===== src/rtl/reg_file_pkg.sv =====
// Shared MIPS decode-stage constants: register address width, datapath width
// and the hardwired-zero register index.
package reg_file_pkg;

    localparam int REG_ADDR_W = 5;
    localparam int DATA_W     = 32;
    localparam logic [REG_ADDR_W-1:0] REG_ZERO = 5'd0;

endpackage : reg_file_pkg


===== src/rtl/reg_file_sign_extend.sv =====
// Parameterised immediate sign extender (IMM_W -> DATA_W). It is purely
// combinational, so the branch-offset logic can reuse it without adding a
// pipeline stage.
module sign_extend #(
    parameter int IMM_W  = 16,
    parameter int DATA_W = 32
) (
    input  logic [IMM_W-1:0]  imm_in,
    output logic [DATA_W-1:0] imm_out
);

    // Replicate the immediate's top bit into the upper bits.
    assign imm_out = {{(DATA_W-IMM_W){imm_in[IMM_W-1]}}, imm_in};

endmodule : sign_extend


===== src/rtl/reg_file.sv =====
// MIPS32 architectural register file: two combinational read ports with
// write-through bypass, one synchronous write port, r0 hardwired to zero,
// plus the decode-stage immediate sign extender.
module reg_file #(
    parameter int DATA_W = reg_file_pkg::DATA_W,
    parameter int ADDR_W = reg_file_pkg::REG_ADDR_W,
    parameter int IMM_W  = 16
) (
    input  logic              clk,
    input  logic              rst,
    input  logic [ADDR_W-1:0] read_addr_1,
    input  logic [ADDR_W-1:0] read_addr_2,
    input  logic [ADDR_W-1:0] write_addr,
    input  logic [DATA_W-1:0] write_data,
    input  logic              write_enabled,
    output logic [DATA_W-1:0] data_1,
    output logic [DATA_W-1:0] data_2,
    input  logic [IMM_W-1:0]  imm_in,
    output logic [DATA_W-1:0] imm_out
);

    import reg_file_pkg::*;

    localparam int NUM_REGS = 2**ADDR_W;
    localparam logic [ADDR_W-1:0] ZERO_ADDR = ADDR_W'(REG_ZERO);

    logic [DATA_W-1:0] regs_q [NUM_REGS];
    logic [DATA_W-1:0] regs_d [NUM_REGS];

    // A write only counts when it targets a real (non-zero) register. The same
    // qualifier gates both the array update and the bypass.
    logic wr_hit;
    assign wr_hit = write_enabled && (write_addr != ZERO_ADDR);

    // Next-state of the array: hold everything, overwrite the addressed entry.
    always_comb begin
        for (int i = 0; i < NUM_REGS; i++) begin
            regs_d[i] = regs_q[i];
        end
        if (wr_hit) begin
            regs_d[write_addr] = write_data;
        end
    end

    // Storage update; reset (active-low) clears every entry and drops any write.
    always_ff @(posedge clk) begin
        if (!rst) begin
            for (int i = 0; i < NUM_REGS; i++) begin
                regs_q[i] <= '0;
            end
        end else begin
            for (int i = 0; i < NUM_REGS; i++) begin
                regs_q[i] <= regs_d[i];
            end
        end
    end

    // Read ports are identical, so they are built from one generate body.
    logic [ADDR_W-1:0] rd_addr [2];
    logic [DATA_W-1:0] rd_data [2];

    assign rd_addr[0] = read_addr_1;
    assign rd_addr[1] = read_addr_2;
    assign data_1     = rd_data[0];
    assign data_2     = rd_data[1];

    generate
        for (genvar gi = 0; gi < 2; gi++) begin : g_read_port
            // Zero register first, then same-cycle bypass, then the array.
            // The bypass stays live during reset because reads are combinational.
            always_comb begin
                rd_data[gi] = regs_q[rd_addr[gi]];
                if (rd_addr[gi] == ZERO_ADDR) begin
                    rd_data[gi] = '0;
                end else if (wr_hit && (write_addr == rd_addr[gi])) begin
                    rd_data[gi] = write_data;
                end
            end
        end
    endgenerate

    sign_extend #(
        .IMM_W  (IMM_W),
        .DATA_W (DATA_W)
    ) u_sign_extend (
        .imm_in  (imm_in),
        .imm_out (imm_out)
    );

endmodule : reg_file


===== config.mk =====
export PLATFORM = sky130hd
export DESIGN_NAME = reg_file
export DESIGN_NICKNAME = d
export VERILOG_FILES = /design/src/rtl/reg_file_pkg.sv /design/src/rtl/reg_file_sign_extend.sv /design/src/rtl/reg_file.sv
export SDC_FILE = /design/constraint.sdc
export NUM_CORES = 2
export LEC_CHECK = 0
export ABC_AREA = 0
export CAP_MARGIN = 15
export CORE_UTILIZATION = 31
export CTS_CLUSTER_SIZE = 40
export DETAILED_ROUTE_END_ITERATION = 16
export SLEW_MARGIN = 20
export SYNTH_ARGS = -nofsm -noshare
export SYNTH_HDL_FRONTEND = slang
export SYNTH_HIERARCHICAL = 1
export SYNTH_SLANG_ARGS = --single-unit

===== constraint.sdc =====
create_clock -name clk -period 2.8 [get_ports clk]
set_clock_uncertainty 0.15 [all_clocks]
set_input_delay 0.42 -clock clk [delete_from_list [all_inputs] [get_ports clk]]
set_output_delay 0.42 -clock clk [all_outputs]
set_load 0.03 [all_outputs]

# Yosys cells after proc, flatten, opt, wreduce, memory -nomap -nowiden

Memory sizes are Yosys's and may differ from the RTL's.
Cells that the tools add are included.

Output and inout port bits: 96
Input bits: 66
Memories: 1
Word-level logic and storage cells: 87
Bits in writable memories: 1024
Flip-flop bits (word level): 0

Magnitude comparators: 2
Reduce and logical (&&, ||, !) cells: 7
Muxes and demuxes: 42
Equal/unequal tests: 2
Bitwise gates (word level): 33

Memory list:

| name   | depth | width | read ports | clocked after Yosys merged registers in | wr ports | line           | source |
|---|---|---|---|---|---|---|---|
| regs_q | 32    | 32    | 34         | 0                                       | 32       | reg_file.sv:27 | `logic [DATA_W-1:0] regs_q [NUM_REGS];` |

Operators by type and width:

| kind               | count |
|---|---|
| $mux 32            | 37 |
| $bwmux 1024        | 1 |
| $mux 1024          | 1 |
| $demux 32 s5       | 1 |
| $or 1x1->1         | 32 |
| $eq 5x5->1         | 2 |
| $logic_not 5->1    | 2 |
| $ge 6x6->1 const B | 1 |
| $lt 6x1->1 const B | 1 |
| $not 5->6          | 1 |
| $reduce_bool 5->1  | 1 |
| $logic_and 1x1->1  | 4 |
| $mux 1             | 2 |

# Depth between registers and ports, before layout

Word-level depth: 8
Mapped depth: 11
Depth with buffers taken out: 6

# Modules after synthesis

Netlist, hierarchy kept.

Modules (own cells, without submodules):

| module      | cells each | seq. area each (um2) | area each (um2) | times used |
|---|---|---|---|---|
| reg_file    | 6389       | 20499.7              | 56381.6         | 1 |
| sign_extend | 32         | 0.0                  | 240.2           | 1 |

# Worst setup path before layout

Ideal clock, no wire load.

Path kind: input to output
Start: input port read_addr_1[0]
End: output port data_1[29]
Data required time: 2.230 ns
Arrival time: 2.336 ns
Setup slack: -0.106 ns
Cell stages on the path: 9
Path through: buf_6 -> buf_12 -> buf_12 -> buf_12 -> mux2i_1 -> a221oi_1 -> o21a_1 -> a221oi_1 -> o21ai_0

Longest elaborated chain between the ends: 4
Elaborated cells on any way between the ends: 6
Those cells by class: eq/ne: 1; mux: 2; reduce/logical: 2; memory: 1

Ends and longest elaborated chain:

| what                                                                  | line           | source |
|---|---|---|
| start, declared                                                       | reg_file.sv:11 | `input logic [ADDR_W-1:0] read_addr_1,` |
| parallel branches: the longest is 3 deep, another holds $mem_v2 32x32 | n/a            |  |
| $mux 32 *                                                             | reg_file.sv:73 | `if (rd_addr[gi] == ZERO_ADDR) begin` |
| end, declared                                                         | reg_file.sv:16 | `output logic [DATA_W-1:0] data_1,` |

Every way passes the cells marked *.

==> metrics <==
synthesized area per cell=8.82 um^2; biggest registers after layout=regs_q x1024; number of fill cells=17,200; Setup Viol. Count Final=64; critical path start-end classification=reg2out; growth of design area from synthesis to finish=31.4%; antenna viol nets, final=0; transition at the pin with the smallest max-transition slack=0.702 ns; Row Count=156; kind of end point of the critical path=output pin; count of cells along the worst register-to-register path=3; Placeable Area=0.181 mm^2; clock-pin slew on the worst setup and hold paths=0.07 ns; total negative slack for setup checks=-17.96 ns; final count of pins violating max slew=0; area enclosed by the die boundary=0.184 mm^2; end of the worst register-to-register path=regs_q[12][15]; number of buffers added by the clock tree synthesis step=111; Setup WS post-layout=-0.431 ns; leakage power=26.0 nW; maximum operating frequency=0.310 GHz; CTS H-tree lvls=3; via density per instance=5.86; total wirelength of the detailed-routed design=268 mm; post-route minimum period=3.23 ns; maximum root-to-sink buffer count=3; setup slack at placement=-0.895 ns; top cells by area, synth=sky130_fd_sc_hd__dfxtp_1 36%, sky130_fd_sc_hd__nand2_1 14%, sky130_fd_sc_hd__a21boi_0 13%; cells after synthesis=6,421; Reg-to-Reg Start=regs_q[12][15]; Crit path arrival time=2.66 ns; most flop-heavy register=regs_q; final routed DRC violation total=0; fraction of synthesis flops using an asynchronous set or reset pin=0; Routed WL per cell=28.8 um; crit-path max FO=3; clk_lat worst skew=0.75 ns; cell taking the most area after synthesis=sky130_fd_sc_hd__dfxtp_1; number of max-cap violations=0; Slew headroom=0.531; floorplan die height=429 um; hold wc startpoint=write_addr[4]; YS warnings=6; Starting Density=0.313; status=finished with violations; number of global-route vias before repair=52,500; CTS tree=done; width of the chip=429 um; startpoint types=flop; share of the synthesized area in the top cell type=0.362; number of distinct library cells after synthesis=76; worst hold endpoint=regs_q[1][23]; routed vias=54,600; Largest register FFs=1,024; overall track demand over capacity in global routing=0.279; share of synthesized area occupied by flip-flops and latches=0.362; unrepaired setup endpoints after global routing=true; failing checks=setup timing; number of primary I/O pins=162; count of flip-flops with a built-in enable after synthesis=0; wire length of the first global-routing pass=377 mm; post-synthesis sequential element count=1,024; final estimated routing congestion in global placement=0.967; PortBufs=113; ratio of total power to cell area=484 mW/mm^2; estimated wirelength of the detail-placed design=173 mm; Data required, critical path=2.23 ns; total global routing overflow=0; worst hold margin=0.135 ns; Hold Fails Final Rpt=0; Min-Delay Path Depth=6; post-synthesis net count=6,487; Peak VDD IR=509 uV; total number of nets in the final design=6,909; Num Clock Sinks=1,024; pin count of the biggest net entering global routing=155; initial antenna violation count=15; HP Class=in2reg; Most used DFF post-synth=sky130_fd_sc_hd__dfxtp_1; R2R Setup Slk=1.85 ns; Clk Tree Root Cell=sky130_fd_sc_hd__clkbuf_16; Final Cycle Share=1.15; starting DRC count in detailed routing=6,963; router iterations before antenna repair=9; Netlist Area Pre-Place=0.0566 mm^2; fraction of layout cells with a size suffix above 1=0.301
==> cells by family after synthesis <==
family          count (synthesis)  synth area share
simple gates                 2389             0.167
buf+inv                       706            0.0656
xor+xnor                       10           0.00155
flops                        1024             0.362
mux                           742             0.203
compound gates               1550             0.201
==> routing by layer <==
metal / up-vias / global-route usage / part of all wire
met2: 3679 / 0.426 / 0.44
met4: 14 / 0.229 / 0.090
li1: 23200 / - / -
met3: 1064 / 0.0783 / 0.12
met5: - / 0 / 0.00030
met1: 26600 / 0.327 / 0.36
==> how the worst max path moves through the flow <==
| stage | from | to | slack (ns) | cells after the start |
|---|---|---|---|---|
| 2_1_floorplan | write_addr[4] | data_2[14] | 0.0002 | 7 |
| 3_3_place_gp | write_addr[2] | data_1[31] | -0.93 | 11 |
| 3_5_place_dp | write_addr[2] | data_1[31] | -0.89 | 11 |
| 4_1_cts | regs_q[11][9] | data_2[9] | -0.45 | 7 |
| 5_1_grt | regs_q[7][4] | data_1[4] | -0.44 | 8 |
| 6_report | regs_q[2][4] | data_1[4] | -0.43 | 8 |
==> synthesized netlist by cell type (9+ instances only) <==
library cell,instances
sky130_fd_sc_hd__nand2_1,2096
sky130_fd_sc_hd__dfxtp_1,1024
sky130_fd_sc_hd__a21boi_0,951
sky130_fd_sc_hd__clkbuf_1,422
sky130_fd_sc_hd__mux2i_1,389
sky130_fd_sc_hd__mux4_2,278
sky130_fd_sc_hd__buf_2,135
sky130_fd_sc_hd__a22oi_1,104
sky130_fd_sc_hd__nor2_1,94
sky130_fd_sc_hd__a21oi_1,92
sky130_fd_sc_hd__o21ai_0,79
sky130_fd_sc_hd__buf_4,55
sky130_fd_sc_hd__a221oi_1,49
sky130_fd_sc_hd__buf_6,46
sky130_fd_sc_hd__mux2_2,43
sky130_fd_sc_hd__nand3_1,43
sky130_fd_sc_hd__a21boi_1,42
sky130_fd_sc_hd__nor3_1,42
sky130_fd_sc_hd__and2_1,41
sky130_fd_sc_hd__o211ai_1,35
sky130_fd_sc_hd__mux4_1,32
sky130_fd_sc_hd__a22o_1,28
sky130_fd_sc_hd__o21ai_1,21
sky130_fd_sc_hd__o221ai_1,21
sky130_fd_sc_hd__o22ai_1,20
sky130_fd_sc_hd__a31oi_1,18
sky130_fd_sc_hd__a211oi_1,15
sky130_fd_sc_hd__buf_12,15
sky130_fd_sc_hd__a211o_1,13
sky130_fd_sc_hd__a221o_1,11
sky130_fd_sc_hd__nand2b_1,10
sky130_fd_sc_hd__buf_1,9
sky130_fd_sc_hd__clkbuf_2,9
sky130_fd_sc_hd__xor2_1,9
==> cells in the final DEF, fill, tap and decap left out, types with 24 or more instances in the layout <==
master,count
sky130_fd_sc_hd__mux2i_1,373
sky130_fd_sc_hd__buf_12,236
sky130_fd_sc_hd__clkdlybuf4s50_1,33
sky130_fd_sc_hd__mux4_2,291
sky130_fd_sc_hd__clkbuf_1,27
sky130_fd_sc_hd__a21boi_0,950
sky130_fd_sc_hd__buf_8,24
sky130_fd_sc_hd__a21oi_1,42
sky130_fd_sc_hd__dfxtp_2,153
sky130_fd_sc_hd__buf_16,27
sky130_fd_sc_hd__nand3_1,33
sky130_fd_sc_hd__nor3_2,28
sky130_fd_sc_hd__a22oi_1,73
sky130_fd_sc_hd__buf_4,577
sky130_fd_sc_hd__nand2_1,2058
sky130_fd_sc_hd__o21ai_1,39
sky130_fd_sc_hd__nor2_4,47
sky130_fd_sc_hd__a22o_1,27
sky130_fd_sc_hd__a221oi_2,34
sky130_fd_sc_hd__a21boi_1,42
sky130_fd_sc_hd__o21ai_2,28
sky130_fd_sc_hd__clkbuf_8,25
sky130_fd_sc_hd__nor2_1,33
sky130_fd_sc_hd__buf_6,98
sky130_fd_sc_hd__a21oi_2,32
sky130_fd_sc_hd__and2_1,35
sky130_fd_sc_hd__clkbuf_16,119
sky130_fd_sc_hd__a22oi_2,31
sky130_fd_sc_hd__dfxtp_1,871
sky130_fd_sc_hd__nand2_2,37
sky130_fd_sc_hd__o211ai_1,35
sky130_fd_sc_hd__mux2_2,38
==> cell type report <==
type / count / area, um^2 / area share
Antenna cell: 3 / 7.51 / 0.000101
Sequential cell: 1024 / 20700 / 0.278
Multi-Input combinational cell: 4692 / 35100 / 0.472
Clock inverter: 38 / 472 / 0.00634
Tap cell: 2370 / 2970 / 0.0399
Clock buffer: 165 / 3270 / 0.0440
Timing Repair Buffer: 1007 / 11800 / 0.159
Inverter: 7 / 26.3 / 0.000353
==> stage by stage <==
step           cell area (um^2)  utilization  power [mW]  cells
3_3_place_gp              65600        0.362        19.9   8950
3_5_place_dp              65600        0.362        20.0   8950
5_1_grt                   74400        0.411        36.7   9305
2_1_floorplan             56600            -        17.5   6421
4_1_cts                   73000        0.403        35.7   9242
6_report                  74400        0.411        36.0   9306
==> critical path, stage by stage, from the launching register on <==
cell and delay [ns]:
sky130_fd_sc_hd__dfxtp_2 0.34, sky130_fd_sc_hd__mux4_2 0.47, sky130_fd_sc_hd__inv_2 0.07, sky130_fd_sc_hd__a221oi_2 0.06
sky130_fd_sc_hd__a221o_1 0.38, sky130_fd_sc_hd__a21oi_2 0.21, sky130_fd_sc_hd__buf_6 0.16, sky130_fd_sc_hd__a21oi_4 0.07
sky130_fd_sc_hd__buf_12 0.15
==> what timing repair did <==
| item | CTS | global route |
|---|---|---|
| cloned | 20 | 4 |
| gates resized for setup | 683 | 247 |
| hold buffers | 1 | 0 |
| hold endpoints to repair | 41 | 0 |
| setup endpoints to repair | 64 | 64 |
| pin swaps | 208 | 149 |
| setup buffers | 94 | 75 |
==> power breakdown <==
group,switching [mW],internal [mW]
registers,0.0801,14.7
logic,3.33,2.51
clock network,6.62,8.81
total,10.0,26.0
No activity file was read; power rests on OpenSTA's default activity.
